==> src/rtl/keypad_scanner_if.sv <==
// keypad_scanner_if: keypad pin and decoded-key bundle between scanner and keypad/display side
interface keypad_scanner_if;
   logic [3:0] rows;
   logic [3:0] cols;
   logic [3:0] key;
   logic       key_valid;
   logic       key_held;
   modport master(input rows, output cols, key, key_valid, key_held);
   modport slave(output rows, input cols, key, key_valid, key_held);
endinterface

==> src/rtl/keypad_scanner.sv <==
// keypad_scanner: 4x4 active-low keypad scan, debounce and hex decode; define KEYPAD_SYNC_EN for a 2-flop row synchronizer
module keypad_scanner #(
   parameter int SCAN_DIV        = 4,
   parameter int DEBOUNCE_CYCLES = 8
) (
   input logic              clk,
   input logic              reset,
   keypad_scanner_if.master kp
);
   localparam int CW = $clog2(SCAN_DIV);
   localparam int DW = $clog2(DEBOUNCE_CYCLES);
   localparam logic [63:0] KEY_MAP = 64'hDF0E_C987_B654_A321;
   typedef enum logic [1:0] {SCAN, DEBOUNCE, HELD, RELEASE} state_t;
   state_t        state;
   logic [1:0]    c, r, next_c, low_row;
   logic [CW-1:0] col_cnt;
   logic [DW-1:0] db_cnt;
   logic [3:0]    rows_s, pressed;
   logic          match, col_done, db_done;
`ifdef KEYPAD_SYNC_EN
   logic [3:0] sync1;
   always_ff @(posedge clk)
      if (reset) {rows_s, sync1} <= 8'hff;
      else {rows_s, sync1} <= {sync1, kp.rows};
`else
   assign rows_s = kp.rows;
`endif
   always_comb begin
      pressed  = ~rows_s;
      low_row  = pressed[0] ? 2'd0 : pressed[1] ? 2'd1 : pressed[2] ? 2'd2 : 2'd3;
      match    = rows_s == ~(4'b0001 << r);
      next_c   = c + 2'd1;
      col_done = col_cnt == CW'(SCAN_DIV - 1);
      db_done  = db_cnt == DW'(DEBOUNCE_CYCLES - 1);
   end
   always_ff @(posedge clk) begin
      if (reset) begin
         state        <= SCAN;
         c            <= 2'd0;
         r            <= 2'd0;
         col_cnt      <= '0;
         db_cnt       <= '0;
         kp.cols      <= 4'b1110;
         kp.key       <= 4'h0;
         kp.key_valid <= 1'b0;
         kp.key_held  <= 1'b0;
      end else begin
         kp.key_valid <= 1'b0;
         case (state)
            SCAN:
               if (!col_done) col_cnt <= col_cnt + 1'b1;
               else if (|pressed) begin
                  r      <= low_row;
                  db_cnt <= '0;
                  state  <= DEBOUNCE;
               end else begin
                  c       <= next_c;
                  kp.cols <= ~(4'b0001 << next_c);
                  col_cnt <= '0;
               end
            DEBOUNCE:
               if (!match) begin
                  col_cnt <= '0;
                  state   <= SCAN;
               end else if (db_done) begin
                  kp.key       <= KEY_MAP[{r, c, 2'b00} +: 4];
                  kp.key_valid <= 1'b1;
                  kp.key_held  <= 1'b1;
                  state        <= HELD;
               end else db_cnt <= db_cnt + 1'b1;
            HELD:
               if (rows_s[r]) begin
                  db_cnt <= '0;
                  state  <= RELEASE;
               end
            RELEASE:
               if (!rows_s[r]) state <= HELD;
               else if (db_done) begin
                  kp.key_held <= 1'b0;
                  c           <= next_c;
                  kp.cols     <= ~(4'b0001 << next_c);
                  col_cnt     <= '0;
                  state       <= SCAN;
               end else db_cnt <= db_cnt + 1'b1;
         endcase
      end
   end
endmodule

==> src/flat_wrapper.sv <==
// flat-port wrapper written by rule: the top's interface ports become plain ports
module keypad_scanner_flat 
#(
   parameter int SCAN_DIV        = 4,
   parameter int DEBOUNCE_CYCLES = 8
)
  (clk, reset, kp_rows, kp_cols, kp_key, kp_key_valid, kp_key_held);
  keypad_scanner_if kp_i ();
  input logic clk;
  input logic reset;
  input wire logic [$bits(kp_i.rows)-1:0] kp_rows;
  output wire logic [$bits(kp_i.cols)-1:0] kp_cols;
  output wire logic [$bits(kp_i.key)-1:0] kp_key;
  output wire logic [$bits(kp_i.key_valid)-1:0] kp_key_valid;
  output wire logic [$bits(kp_i.key_held)-1:0] kp_key_held;
  assign kp_i.rows = kp_rows;
  assign kp_cols = kp_i.cols;
  assign kp_key = kp_i.key;
  assign kp_key_valid = kp_i.key_valid;
  assign kp_key_held = kp_i.key_held;
  keypad_scanner #(.SCAN_DIV(SCAN_DIV), .DEBOUNCE_CYCLES(DEBOUNCE_CYCLES)) u_core (.clk(clk), .reset(reset), .kp(kp_i));
endmodule
==> config.mk <==
export PLATFORM = sky130hd
export DESIGN_NAME = keypad_scanner_flat
export DESIGN_NICKNAME = d
export VERILOG_FILES = /design/src/rtl/keypad_scanner_if.sv /design/src/rtl/keypad_scanner.sv /design/src/flat_wrapper.sv
export SDC_FILE = /design/constraint.sdc
export NUM_CORES = 1
export LEC_CHECK = 0
export CAP_MARGIN = 10
export CORE_MARGIN = 2
export CORE_UTILIZATION = 30
export DETAILED_ROUTE_END_ITERATION = 16
export DONT_BUFFER_PORTS = 1
export GPL_TIMING_DRIVEN = 0
export HOLD_SLACK_MARGIN = 0.05
export SYNTH_ARGS = -nofsm -noshare
export SYNTH_HDL_FRONTEND = slang
export SYNTH_SLANG_ARGS = --single-unit
==> constraint.sdc <==
create_clock -name clk -period 1.9 [get_ports clk]
set_input_delay 0 -clock clk [delete_from_list [all_inputs] [get_ports clk]]
set_output_delay 0 -clock clk [all_outputs]
set_load 0.02 [all_outputs]
==> results_tabular.tex, run 1 <==
\begin{tabular}{lr}
\hline
Metric & Value \\
\hline
\multicolumn{2}{l}{\textbf{Outcome}} \\
\quad Run status & finished, violations left \\
\quad Violations in the final reports & setup timing \\
\multicolumn{2}{l}{\textbf{GRT}} \\
\quad Initial antenna violation count & 0 \\
\quad Maximum number of pins on one net before global-route repair & 13 \\
\quad Global-route wire length before repair & 4370 um \\
\quad Via count of the first global-routing pass & 994 \\
\quad Total overflow reported by the global router & 0 \\
\quad Overall track demand over capacity in global routing & 0.127 \\
\multicolumn{2}{l}{\textbf{Cells and area}} \\
\quad Layout Utilization & 0.391 \\
\quad Area of the multi-input gates & 781 sq um \\
\quad Post-route cell area & 0.00147 sq mm \\
\quad Layout cell share with drive strength beyond 1 & 0.247 \\
\quad Filler cell count in the final layout & 400 \\
\quad Count of inserted antenna diode cells & 0 \\
\quad Area growth from synthesis to layout & 23.5\% \\
\quad Sequential cell area & 422 sq um \\
\quad Count of nets after finishing & 167 \\
\multicolumn{2}{l}{\textbf{STA}} \\
\quad RSZ-0062 raised after global routing & true \\
\quad Worst setup slack after layout & -0.0102 ns \\
\quad Max-slew violation total from the final report & 0 \\
\quad Total of endpoints with negative setup slack in the final report & 1 \\
\quad Post-Route Setup TNS & -0.0102 ns \\
\quad Max-slew headroom & 0.591 \\
\quad Worst-Margin Slew & 0.613 ns \\
\quad Portion of the clock cycle consumed by the worst path in the final layout & 1.01 \\
\quad Final worst clock skew & 0.00514 ns \\
\quad Maximum achievable frequency & 0.524 GHz \\
\quad Final Hold Violating Endpoints & 0 \\
\quad Final Critical Period & 1.91 ns \\
\multicolumn{2}{l}{\textbf{Floorplan}} \\
\quad Die height & 66.9 um \\
\quad Core outline area & 0.00374 sq mm \\
\quad Die area & 0.00447 sq mm \\
\quad Number of placed I/O pins & 16 \\
\quad Number of rows in the core area & 22 \\
\quad Starting Density & 0.317 \\
\quad Die W & 66.9 um \\
\multicolumn{2}{l}{\textbf{Drt}} \\
\quad Post-detailed-routing wire length & 2690 um \\
\quad Routed length per instance & 13.6 um \\
\quad Number of nets with antenna violations after routing & 0 \\
\quad Routed via count divided by cell count & 5.13 \\
\quad DRC violations left & 0 \\
\quad Iteration-0 DRC Markers & 67 \\
\quad DR vias & 1016 \\
\quad Length of the first detailed-routing pass in iterations & 4 \\
\multicolumn{2}{l}{\textbf{Yosys}} \\
\quad Most common cell in the synthesized netlist & dfxtp\_1 \\
\quad Number of distinct library cells after synthesis & 34 \\
\quad Top-area cell type share of the netlist area & 0.354 \\
\quad Total number of yosys warnings & 0 \\
\quad Fraction of synthesis flops using an asynchronous set or reset pin & 0 \\
\quad Synthesized netlist cell count & 137 \\
\quad Total nets after synthesis & 153 \\
\quad Commonest cells in the synthesized netlist & dfxtp\_1, nor2\_1, a21oi\_1 \\
\quad Synth Register Bits & 21 \\
\quad Most area-hungry cell type in the Yosys netlist & dfxtp\_1 \\
\quad Post-synthesis average cell area & 8.66 sq um \\
\quad Mapped Area & 0.00119 sq mm \\
\quad Most used DFF post-synth & dfxtp\_1 \\
\quad EDFF count, synth & 0 \\
\quad Proportion of synthesized chip area in sequential cells & 0.354 \\
\quad Cell types occupying the most area after synthesis & dfxtp\_1, ha\_1, nor2\_1, a21oi\_1, a211oi\_1 \\
\multicolumn{2}{l}{\textbf{Worst setup path}} \\
\quad Slowest library cell on the worst path & or3b\_4 \\
\quad Sort of element at the end of the critical path & register \\
\quad Critical path's top delay family & compound AO/OA/AOI/OAI gates \\
\quad CP Data Arrival Time & 2.04 ns \\
\quad Worst-path maximum fanout & 8 \\
\quad Cell-by-cell trace of the critical path & buf\_6 > or3b\_4 > a211o\_4 > a211oi\_4 > buf\_6 > o311a\_4 > nor3\_2 \\
\quad Worst path required time & 2.03 ns \\
\quad Slowest cell delay on critical path & 0.37 ns \\
\quad Crit path buf inv count & 2 \\
\quad Setup CP Type & reg -> reg \\
\quad Startpoint type of the worst setup path & register \\
\quad Cell seen most often among critical-path stages & buf\_6 \\
\multicolumn{2}{l}{\textbf{Clock network}} \\
\quad Clock root buffer & clkbuf\_8 \\
\quad Number of buffers created by CTS & 3 \\
\quad Deepest clock path buffer count & 2 \\
\quad Clock-pin transition on the worst setup and hold timing paths & 0.07 ns \\
\quad Clock tree sinks & 21 \\
\quad Count of H-tree levels built during CTS & 1 \\
\quad CTS tree & built \\
\quad Worst-Skew Late Latency & 0.26 ns \\
\multicolumn{2}{l}{\textbf{Place}} \\
\quad Global placement routability congestion & 0.775 \\
\quad Worst setup slack before clock tree synthesis & -0.159 ns \\
\quad Placed wire-length estimate & 1850 um \\
\quad Buffers on Ports & 0 \\
\quad Placed inst area & 0.00125 sq mm \\
\multicolumn{2}{l}{\textbf{Power}} \\
\quad Reported leakage power & 0.531 nW \\
\quad Worst supply voltage drop on vdd & 0.000378 V \\
\quad Power per cell area & 579 mW/mm\^{}2 \\
\multicolumn{2}{l}{\textbf{Hold path}} \\
\quad Tightest Hold Check Type & in -> reg \\
\multicolumn{2}{l}{\textbf{Run}} \\
\quad Max-cap viol count & 0 \\
\hline
\end{tabular}
-- kinds of logic (layout without fill, tap and decap cells) --
kind of cell	count (synthesis)	after routing	share of synthesized area
simple gates	53	53	0.232
compound gates	33	33	0.190
flops	21	21	0.354
buf+inv	14	27	0.0549
fa+ha+maj	10	10	0.105
mux	5	5	0.0559
xor+xnor	1	1	0.00739
-- final cells by class --
class                      instances  area share
inverter                           8      0.0205
buffer                             5      0.0256
multi-input combinational        102       0.533
sequential                        21       0.288
clock inverter                     1     0.00342
tap                               48      0.0410
timing repair buffer              10      0.0606
clock buffer                       3      0.0282
-- sequential cells by signal, indices dropped and copies added (netlist names) --
register,count
u_core.state,2
u_core.c,2
u_core.kp.key,4
u_core.r,2
u_core.kp.key_held,1
u_core.col_cnt,2
u_core.kp.cols,4
u_core.kp.key_valid,1
u_core.db_cnt,3
-- layout by cell type (no fill, tap or decap), types with 4 or more instances in the layout --
cell type      synthesis  final
ha_1                  10      9
dfxtp_1               21     20
a21oi_1               11     11
dlygate4sd3_1          0      4
mux2i_1                4      4
nand2_1                8      7
nand3_1                5      4
inv_1                  8      8
a211oi_2               0      5
nor2_1                16     16
buf_4                  1      6
nor3_1                 8      7
-- path summary, 6_finish.rpt --
kind / slack, ns / from / endpoint / cells after the start
worst max-delay path: -0.01 / u_core.r[0]$_SDFFE_PP0P_ / u_core.kp.key[1]$_SDFFE_PP0P_ / 7
worst min-delay path: 0.09 / kp_rows[1] / u_core.r[0]$_SDFFE_PP0P_ / 5
worst max register to register: -0.01 / u_core.r[0]$_SDFFE_PP0P_ / u_core.kp.key[1]$_SDFFE_PP0P_ / 7
worst min register to register: 0.49 / u_core.db_cnt[0]$_SDFFE_PP0P_ / u_core.db_cnt[0]$_SDFFE_PP0P_ / 2
-- metrics by stage --
stage | total power, mW | instances | hold slack, ns
3_5_place_dp | 0.542 | 185 | 0.191
3_3_place_gp | 0.537 | 185 | 0.173
4_1_cts | 0.848 | 197 | 0.0849
5_1_grt | 0.889 | 198 | 0.125
6_report | 0.848 | 198 | 0.0906
2_1_floorplan | 0.525 | 137 | 0.170
-- metal layers --
layer / part of all wire / wire (um) / global-route usage / up-vias
met3: 0.045 / 120 / 0.0405 / 4
met2: 0.48 / 1290 / 0.199 / 16
li1: - / - / - / 518
met4: 0.0071 / 19 / 0.0230 / 0
met1: 0.47 / 1270 / 0.171 / 478
met5: 0 / 0 / 0 / -
-- worst register-to-register path, delay by kind of cell (launching register included) --
family / cells / cell delay, ns
buf+inv: 2 / 0.28
compound gates: 3 / 0.75
flops: 1 / 0.34
simple gates: 2 / 0.40
-- where the power goes --
part | switching (mW) | total (mW) | internal (mW)
registers | 0.00683 | 0.455 | 0.448
logic | 0.0516 | 0.0994 | 0.0478
clock network | 0.147 | 0.294 | 0.146
total | 0.206 | 0.848 | 0.642
-- repair_timing --
action,4_1_cts,5_1_grt
pin swaps,6,4
gates resized for setup,5,20
hold buffers,4,0
setup buffers,4,2
hold endpoints to repair,8,0
setup endpoints to repair,15,16
Note: power is estimated with default switching activity, not from simulation.
==> run 2, diff against run 1 <==
--- a/config.mk
+++ b/config.mk
@@ -10,7 +10,6 @@
 export CORE_UTILIZATION = 30
 export DETAILED_ROUTE_END_ITERATION = 16
 export DONT_BUFFER_PORTS = 1
-export GPL_TIMING_DRIVEN = 0
 export HOLD_SLACK_MARGIN = 0.05
 export SYNTH_ARGS = -nofsm -noshare
 export SYNTH_HDL_FRONTEND = slang
==> run 2 against run 1 <==
  * The flow now finishes without violations
  * Sequential share of layout area increased by 1.7 points
  * Power decreased by 0.81%
  * Worst hold slack improved by 0.0085 ns
  * Final cell count decreased by 1.0%
  * Non-clock buffer count decreased by 2
  * Critical path type unchanged
==> results_tabular.tex, run 2 (synthesis gave the netlist of run 1 again) <==
\begin{tabular}{lr}
\hline
Metric & Value \\
\hline
\multicolumn{2}{l}{\textbf{Clock network}} \\
\quad Clock-pin transition on the worst setup and hold timing paths & 0.08 ns (about the same) \\
\quad Post-CTS setup buffer count & 0 (-4) \\
\quad Deepest clock path buffer count & 2 (unchanged) \\
\quad Number of buffers created by CTS & 3 (unchanged) \\
\quad Clock root buffer & clkbuf\_8 \\
\quad Worst-Skew Late Latency & 0.26 ns (about the same) \\
\quad Count of H-tree levels built during CTS & 1 (unchanged) \\
\quad Clock tree sinks & 21 (unchanged) \\
\quad CTS tree & built \\
\multicolumn{2}{l}{\textbf{STA}} \\
\quad Worst-Margin Slew & 0.846 ns (+0.233 ns) \\
\quad Hold Slack & 0.0991 ns (+0.00846 ns) \\
\quad Max-slew violation total from the final report & 0 (unchanged) \\
\quad Final Critical Period & 1.80 ns (-0.107 ns) \\
\quad Final Hold Violating Endpoints & 0 (unchanged) \\
\quad RSZ-0062 raised after global routing & true \\
\quad Portion of the clock cycle consumed by the worst path in the final layout & 0.949 (-0.0561) \\
\quad Final worst clock skew & 0.00531 ns (+0.000171 ns) \\
\quad Post-Route Setup TNS & 0 ns (+0.0102 ns) \\
\quad Max-slew headroom & 0.434 (-0.157) \\
\quad Total of endpoints with negative setup slack in the final report & 0 (-1) \\
\quad Maximum achievable frequency & 0.554 GHz (+5.9\%) \\
\quad Worst setup slack after layout & 0.0965 ns (+0.107 ns) \\
\multicolumn{2}{l}{\textbf{Run}} \\
\quad Max-cap viol count & 0 (unchanged) \\
\multicolumn{2}{l}{\textbf{GRT}} \\
\quad Total overflow reported by the global router & 0 (unchanged) \\
\quad Global-route wire length before repair & 4630 um (+6.0\%) \\
\quad Overall track demand over capacity in global routing & 0.136 (+0.00956) \\
\quad Maximum number of pins on one net before global-route repair & 23 (+10) \\
\quad Via count of the first global-routing pass & 997 (+0.30\%) \\
\quad Initial antenna violation count & 0 (unchanged) \\
\multicolumn{2}{l}{\textbf{Power}} \\
\quad Reported leakage power & 0.496 nW (-6.6\%) \\
\quad Proportion of power drawn by the clock network & 0.352 (+0.006) \\
\quad Sw Ratio & 0.240 (-0.00312) \\
\quad Sw Pwr & 202 uW (-2.1\%) \\
\quad Relative contribution of sequential cells to total power & 0.541 (+0.004) \\
\quad Total internal power & 639 uW (-0.40\%) \\
\quad Worst supply voltage drop on vdd & 0.000304 V (-20\%) \\
\quad Combinational power share & 0.106 (-0.011) \\
\quad Power per cell area & 608 mW/mm\^{}2 (+5.0\%) \\
\multicolumn{2}{l}{\textbf{Cells and area}} \\
\quad Post-Layout Cell Count & 196 (-1.0\%) \\
\quad Layout Utilization & 0.370 (-0.0217) \\
\quad Area growth from synthesis to layout & 16.7\% \\
\quad Filler cell count in the final layout & 423 (+5.8\%) \\
\quad Most frequent standard cell in the layout excluding fill and tap cells & dfxtp\_1 \\
\quad Layout cell share with drive strength beyond 1 & 0.176 (-0.0710) \\
\quad Count of inserted antenna diode cells & 0 (unchanged) \\
\quad Registers with the most flip-flops & u\_core.kp.cols (4), u\_core.kp.key (4), u\_core.db\_cnt (3) \\
\quad Commonest non-fill, non-tap cells in the layout & dfxtp\_1, nor2\_1, a21oi\_1 \\
\quad Count of nets after finishing & 165 (-1.2\%) \\
\multicolumn{2}{l}{\textbf{Place}} \\
\quad Placed wire-length estimate & 2020 um (+9.1\%) \\
\quad Global placement routability congestion & 0.734 (-5.3\%) \\
\quad Buffers on Ports & 0 (unchanged) \\
\quad Number of cells in the design after placement & 188 (+1.6\%) \\
\quad Worst setup slack before clock tree synthesis & 0.00862 ns (+0.167 ns) \\
\multicolumn{2}{l}{\textbf{Floorplan}} \\
\quad Number of placed I/O pins & 16 (unchanged) \\
\quad Die W & 66.9 um (unchanged) \\
\quad Die height & 66.9 um (unchanged) \\
\quad Number of rows in the core area & 22 (unchanged) \\
\quad Starting Density & 0.317 (unchanged) \\
\quad Core outline area & 0.00374 sq mm (unchanged) \\
\quad Die area & 0.00447 sq mm (unchanged) \\
\multicolumn{2}{l}{\textbf{Worst setup path}} \\
\quad Capture instance of the worst register-to-register path & u\_core.db\_cnt[2]\$\_SDFFE\_PP0P\_ \\
\quad Sort of element at the end of the critical path & register \\
\quad Setup CP Type & reg -> reg \\
\quad Worst-path maximum fanout & 5 (-3) \\
\quad Worst path required time & 2.08 ns (+0.05 ns) \\
\quad Reg2Reg Depth & 6 (-1) \\
\quad Critical path endpoint & u\_core.db\_cnt[2]\$\_SDFFE\_PP0P\_ \\
\quad Reg2reg start & u\_core.r[0]\$\_SDFFE\_PP0P\_ \\
\quad CP Data Arrival Time & 1.98 ns (-0.06 ns) \\
\quad CP startpoint & u\_core.r[0]\$\_SDFFE\_PP0P\_ \\
\quad Startpoint type of the worst setup path & register \\
\quad Internal reg-to-reg setup slack & 0.1 ns (+0.11 ns) \\
\multicolumn{2}{l}{\textbf{Drt}} \\
\quad Iteration-0 DRC Markers & 54 (-19\%) \\
\quad Routed via count divided by cell count & 5.18 (+0.92\%) \\
\quad Post-detailed-routing wire length & 2750 um (+2.2\%) \\
\quad Routed length per instance & 14.1 um (+3.3\%) \\
\quad Length of the first detailed-routing pass in iterations & 4 (unchanged) \\
\quad Number of nets with antenna violations after routing & 0 (unchanged) \\
\quad DRC violations left & 0 (unchanged) \\
\quad DR vias & 1015 (-0.098\%) \\
\multicolumn{2}{l}{\textbf{Outcome}} \\
\quad Run status & finished, final reports clean \\
\multicolumn{2}{l}{\textbf{Hold path}} \\
\quad Tightest Hold Check Type & in -> reg \\
\hline
\end{tabular}
==> run 2: changes by cell type in the layout (fill, tap and decap cells not counted), moves of 2 or more <==
cell,previous run,this run
o21ai_0,3,5
a211oi_1,1,5
buf_4,6,8
o21ai_1,2,0
buf_6,3,1
a211oi_2,5,1
==> run 2: metal layers <==
metal	vias up	track usage	routed length [um]
met2	28	0.234	1320
met3	4	0.0541	182
li1	510	-	-
met1	473	0.162	1230
met4	0	0.0230	21
met5	-	0	0
==> run 2: area by class of cell <==
cell class / count / area [sq um] / area share
multi-input combinational: 102 / 716 / 0.517
timing repair buffer: 13 / 111 / 0.0805
sequential: 21 / 422 / 0.305
clock buffer: 4 / 45.0 / 0.0325
inverter: 8 / 30.0 / 0.0217
tap: 48 / 60.1 / 0.0434
==> run 2: critical path: stages (launching register included) <==
cell and delay, ns:
dfxtp_2 0.34, or3b_1 0.38, a211o_1 0.32, buf_4 0.16, nand3_1 0.16, nand2_2 0.12
o31ai_1 0.25
==> run 2: stage by stage <==
stage | total power [mW] | instance area (sq um)
global route | 0.880 | 1380
finish | 0.841 | 1380
global placement | 0.533 | 1280
CTS | 0.853 | 1370
detailed placement | 0.539 | 1280
floorplan | 0.525 | 1190
==> run 2: power groups by stage <==
stage | clock (mW) | sequential, mW | combinational [mW]
after floorplan | 0 | 0.463 | 0.0622
after global placement | 0 | 0.464 | 0.0687
after detailed placement | 0 | 0.466 | 0.0734
after CTS | 0.310 | 0.455 | 0.0874
after global routing | 0.325 | 0.456 | 0.0979
final | 0.296 | 0.455 | 0.0894
==> run 2: how the worst min path moves through the flow <==
stage                    start                        endpoint  slack, ns  cells past startpoint
floorplan                reset   u_core.db_cnt[2]$_SDFFE_PP0P_       0.17                      2
detailed placement       reset  u_core.col_cnt[1]$_SDFFE_PP0P_       0.07                      1
global route        kp_rows[1]        u_core.r[0]$_SDFFE_PP0P_       0.12                      5
finish              kp_rows[1]        u_core.r[0]$_SDFFE_PP0P_        0.1                      5
global placement         reset  u_core.col_cnt[1]$_SDFFE_PP0P_       0.07                      1
CTS                 kp_rows[1]        u_core.r[0]$_SDFFE_PP0P_       0.09                      5
==> run 2: what timing repair did <==
| item | 4_1_cts | 5_1_grt |
|---|---|---|
| hold endpoints to repair | 21 | 0 |
| hold buffers | 4 | 0 |
| endpoints found under the setup margin | 1 | 12 |
| cloned | 0 | 0 |
| resized for setup | 1 | 6 |
==> run 3, diff against run 2 <==
--- a/config.mk
+++ b/config.mk
@@ -6,11 +6,14 @@
 export NUM_CORES = 1
 export LEC_CHECK = 0
 export CAP_MARGIN = 10
+export CORE_ASPECT_RATIO = 1.1
 export CORE_MARGIN = 2
 export CORE_UTILIZATION = 30
 export DETAILED_ROUTE_END_ITERATION = 16
 export DONT_BUFFER_PORTS = 1
+export GPL_TIMING_DRIVEN = 0
 export HOLD_SLACK_MARGIN = 0.05
+export PLACE_DENSITY_LB_ADDON = 0.15
 export SYNTH_ARGS = -nofsm -noshare
 export SYNTH_HDL_FRONTEND = slang
 export SYNTH_SLANG_ARGS = --single-unit
==> run 3 against run 2 <==
  * The run now ends with setup timing left
  * Clock power is essentially flat
  * Flip-flop and latch count is the same
  * Register-to-register slack worse by 0.12 ns
  * Non-clock buffer count is 2 higher
  * Clock-buffer cell count decreased by 1
  * Critical path type unchanged
  * Largest cell class unchanged
  * Largest power group unchanged
==> results_tabular.tex, run 3 (synthesis gave the netlist of run 1 again) <==
\begin{tabular}{lr}
\hline
Metric & Value \\
\hline
\multicolumn{2}{l}{\textbf{Worst setup path}} \\
\quad Critical path endpoint & u\_core.kp.key[1]\$\_SDFFE\_PP0P\_ \\
\quad CP Data Arrival Time & 2.06 ns (+0.08 ns) \\
\quad Internal reg-to-reg setup slack & -0.02 ns (-0.12 ns) \\
\quad Capture instance of the worst register-to-register path & u\_core.kp.key[1]\$\_SDFFE\_PP0P\_ \\
\quad Setup CP Type & reg -> reg \\
\quad Startpoint type of the worst setup path & register \\
\quad Cell-by-cell trace of the critical path & buf\_6 > or3b\_4 > a211o\_4 > a211oi\_4 > buf\_12 > o311a\_2 > nor3\_1 \\
\quad Reg2reg start & u\_core.r[0]\$\_SDFFE\_PP0P\_ \\
\quad Slowest cell delay on critical path & 0.37 ns (about the same) \\
\quad Sort of element at the end of the critical path & register \\
\quad CP startpoint & u\_core.r[0]\$\_SDFFE\_PP0P\_ \\
\quad Worst-path maximum fanout & 8 (+3) \\
\quad Slowest library cell on the worst path & or3b\_4 \\
\quad Worst path required time & 2.03 ns (-0.05 ns) \\
\quad Reg2Reg Depth & 7 (+1) \\
\multicolumn{2}{l}{\textbf{STA}} \\
\quad Final Hold Violating Endpoints & 0 (unchanged) \\
\quad Worst setup slack after layout & -0.0230 ns (-0.120 ns) \\
\quad Final worst clock skew & 0.00330 ns (-0.00201 ns) \\
\quad Total of endpoints with negative setup slack in the final report & 2 (+2) \\
\quad Post-Route Setup TNS & -0.0364 ns (-0.0364 ns) \\
\quad RSZ-0062 raised after global routing & true \\
\quad Worst-Margin Slew & 0.545 ns (-0.302 ns) \\
\quad Max-slew violation total from the final report & 0 (unchanged) \\
\quad Maximum achievable frequency & 0.520 GHz (-6.2\%) \\
\quad Portion of the clock cycle consumed by the worst path in the final layout & 1.01 (+0.0629) \\
\quad Max-slew headroom & 0.637 (+0.203) \\
\quad Final Critical Period & 1.92 ns (+0.120 ns) \\
\multicolumn{2}{l}{\textbf{Clock network}} \\
\quad Number of buffers created by CTS & 3 (unchanged) \\
\quad CTS tree & built \\
\quad Clock tree sinks & 21 (unchanged) \\
\quad Clock root buffer & clkbuf\_8 \\
\quad Worst-Skew Late Latency & 0.26 ns (about the same) \\
\quad Deepest clock path buffer count & 2 (unchanged) \\
\quad Count of H-tree levels built during CTS & 1 (unchanged) \\
\quad Clock-pin transition on the worst setup and hold timing paths & 0.08 ns (about the same) \\
\multicolumn{2}{l}{\textbf{Cells and area}} \\
\quad Count of inserted antenna diode cells & 0 (unchanged) \\
\quad Area growth from synthesis to layout & 21.7\% \\
\quad Post-route cell area & 0.00144 sq mm (+4.3\%) \\
\quad Layout cell share with drive strength beyond 1 & 0.213 (+0.0377) \\
\quad Count of nets after finishing & 167 (+1.2\%) \\
\quad Registers with the most flip-flops & u\_core.kp.cols (4), u\_core.kp.key (4), u\_core.db\_cnt (3) \\
\quad Most frequent standard cell in the layout excluding fill and tap cells & dfxtp\_1 \\
\quad Post-Layout Cell Count & 200 (+2.0\%) \\
\quad Commonest non-fill, non-tap cells in the layout & dfxtp\_1, nor2\_1, a21oi\_1 \\
\multicolumn{2}{l}{\textbf{GRT}} \\
\quad Maximum number of pins on one net before global-route repair & 13 (-43\%) \\
\quad Overall track demand over capacity in global routing & 0.119 (-0.0177) \\
\quad Total overflow reported by the global router & 0 (unchanged) \\
\quad Initial antenna violation count & 0 (unchanged) \\
\quad Global-route wire length before repair & 4290 um (-7.3\%) \\
\quad Via count of the first global-routing pass & 954 (-4.3\%) \\
\multicolumn{2}{l}{\textbf{Drt}} \\
\quad Routed via count divided by cell count & 5.06 (-2.4\%) \\
\quad Number of nets with antenna violations after routing & 0 (unchanged) \\
\quad Iteration-0 DRC Markers & 27 (-50\%) \\
\quad Routed length per instance & 13.1 um (-6.8\%) \\
\quad DR vias & 1011 (-0.39\%) \\
\quad DRC violations left & 0 (unchanged) \\
\quad Post-detailed-routing wire length & 2620 um (-4.9\%) \\
\quad Length of the first detailed-routing pass in iterations & 4 (unchanged) \\
\multicolumn{2}{l}{\textbf{Floorplan}} \\
\quad Core outline area & 0.00371 sq mm (-0.84\%) \\
\quad Die W & 64.0 um (-4.4\%) \\
\quad Die area & 0.00447 sq mm (about the same) \\
\quad Starting Density & 0.320 (+0.00267) \\
\quad Number of rows in the core area & 23 (+4.5\%) \\
\quad Die height & 69.9 um (+4.6\%) \\
\quad Number of placed I/O pins & 16 (unchanged) \\
\multicolumn{2}{l}{\textbf{Place}} \\
\quad Buffers on Ports & 0 (unchanged) \\
\quad Placed wire-length estimate & 1870 um (-7.4\%) \\
\quad Placed inst area & 0.00125 sq mm (-2.3\%) \\
\quad Global placement routability congestion & 0.785 (+7.0\%) \\
\quad Number of cells in the design after placement & 187 (-0.53\%) \\
\quad Worst setup slack before clock tree synthesis & -0.210 ns (-0.219 ns) \\
\multicolumn{2}{l}{\textbf{Outcome}} \\
\quad Violations in the final reports & setup timing \\
\quad Run status & finished, violations left \\
\multicolumn{2}{l}{\textbf{Power}} \\
\quad Power per cell area & 584 mW/mm\^{}2 (-4.0\%) \\
\quad Worst supply voltage drop on vdd & 0.000238 V (-22\%) \\
\quad Reported leakage power & 0.533 nW (+7.4\%) \\
\multicolumn{2}{l}{\textbf{Run}} \\
\quad Max-cap viol count & 0 (unchanged) \\
\multicolumn{2}{l}{\textbf{Hold path}} \\
\quad Tightest Hold Check Type & in -> reg \\
\hline
\end{tabular}
-- run 3: cell types whose count changed in the layout (fill, tap and decap cells not counted), sizes merged --
cell,change
clkinv,+1
clkbuf,+1
-- run 3: repair_timing --
action,4_1_cts,5_1_grt
hold buffers,4,0
gates resized for setup,2,12
pin swaps,5,4
endpoints found under the setup margin,16,15
setup buffers,5,1
hold endpoints to repair,8,0
-- run 3: stage by stage --
| step | total power, mW | utilization | hold slack, ns |
|---|---|---|---|
| floorplan | 0.525 | - | 0.170 |
| global placement | 0.539 | 0.336 | 0.174 |
| detailed placement | 0.542 | 0.336 | 0.182 |
| CTS | 0.849 | 0.374 | 0.0910 |
| global route | 0.893 | 0.389 | 0.146 |
| finish | 0.843 | 0.389 | 0.0792 |
-- run 3: critical path: cells and delay by family (launching register included) --
| family | cells | cell delay [ns] |
|---|---|---|
| compound gates | 3 | 0.77 |
| buf+inv | 2 | 0.27 |
| simple gates | 2 | 0.41 |
| flops | 1 | 0.34 |
-- run 3: cell type report --
class	count	area (sq um)
Tap cell	50	62.6
Clock inverter	1	5.00
Sequential cell	21	423
Timing Repair Buffer	10	97.6
Inverter	8	30.0
Fill cell	369	2270
Multi-Input combinational cell	102	749
Buffer	5	35.0
Clock buffer	3	41.3
-- run 3: how the worst min path moves through the flow --
stage	to	from	depth (start not counted)	slack [ns]
after floorplan	u_core.db_cnt[2]$_SDFFE_PP0P_	reset	2	0.17
after global placement	u_core.db_cnt[2]$_SDFFE_PP0P_	reset	2	0.17
after detailed placement	u_core.db_cnt[2]$_SDFFE_PP0P_	reset	2	0.18
after CTS	u_core.r[0]$_SDFFE_PP0P_	kp_rows[1]	5	0.09
after global routing	u_core.r[0]$_SDFFE_PP0P_	kp_rows[1]	5	0.15
final	u_core.r[0]$_SDFFE_PP0P_	kp_rows[1]	5	0.08
-- run 3: layer usage --
metal / routed length (um) / part of all wire / global-route usage
met5: 0 / 0 / 0
met2: 1300 / 0.50 / 0.204
met1: 1220 / 0.47 / 0.145
met3: 66 / 0.025 / 0.0225
met4: 31 / 0.012 / 0.0435
-- run 3: power breakdown --
part | internal [mW] | switching [mW]
combinational | 0.0456 | 0.0482
clock | 0.146 | 0.149
sequential | 0.448 | 0.00613
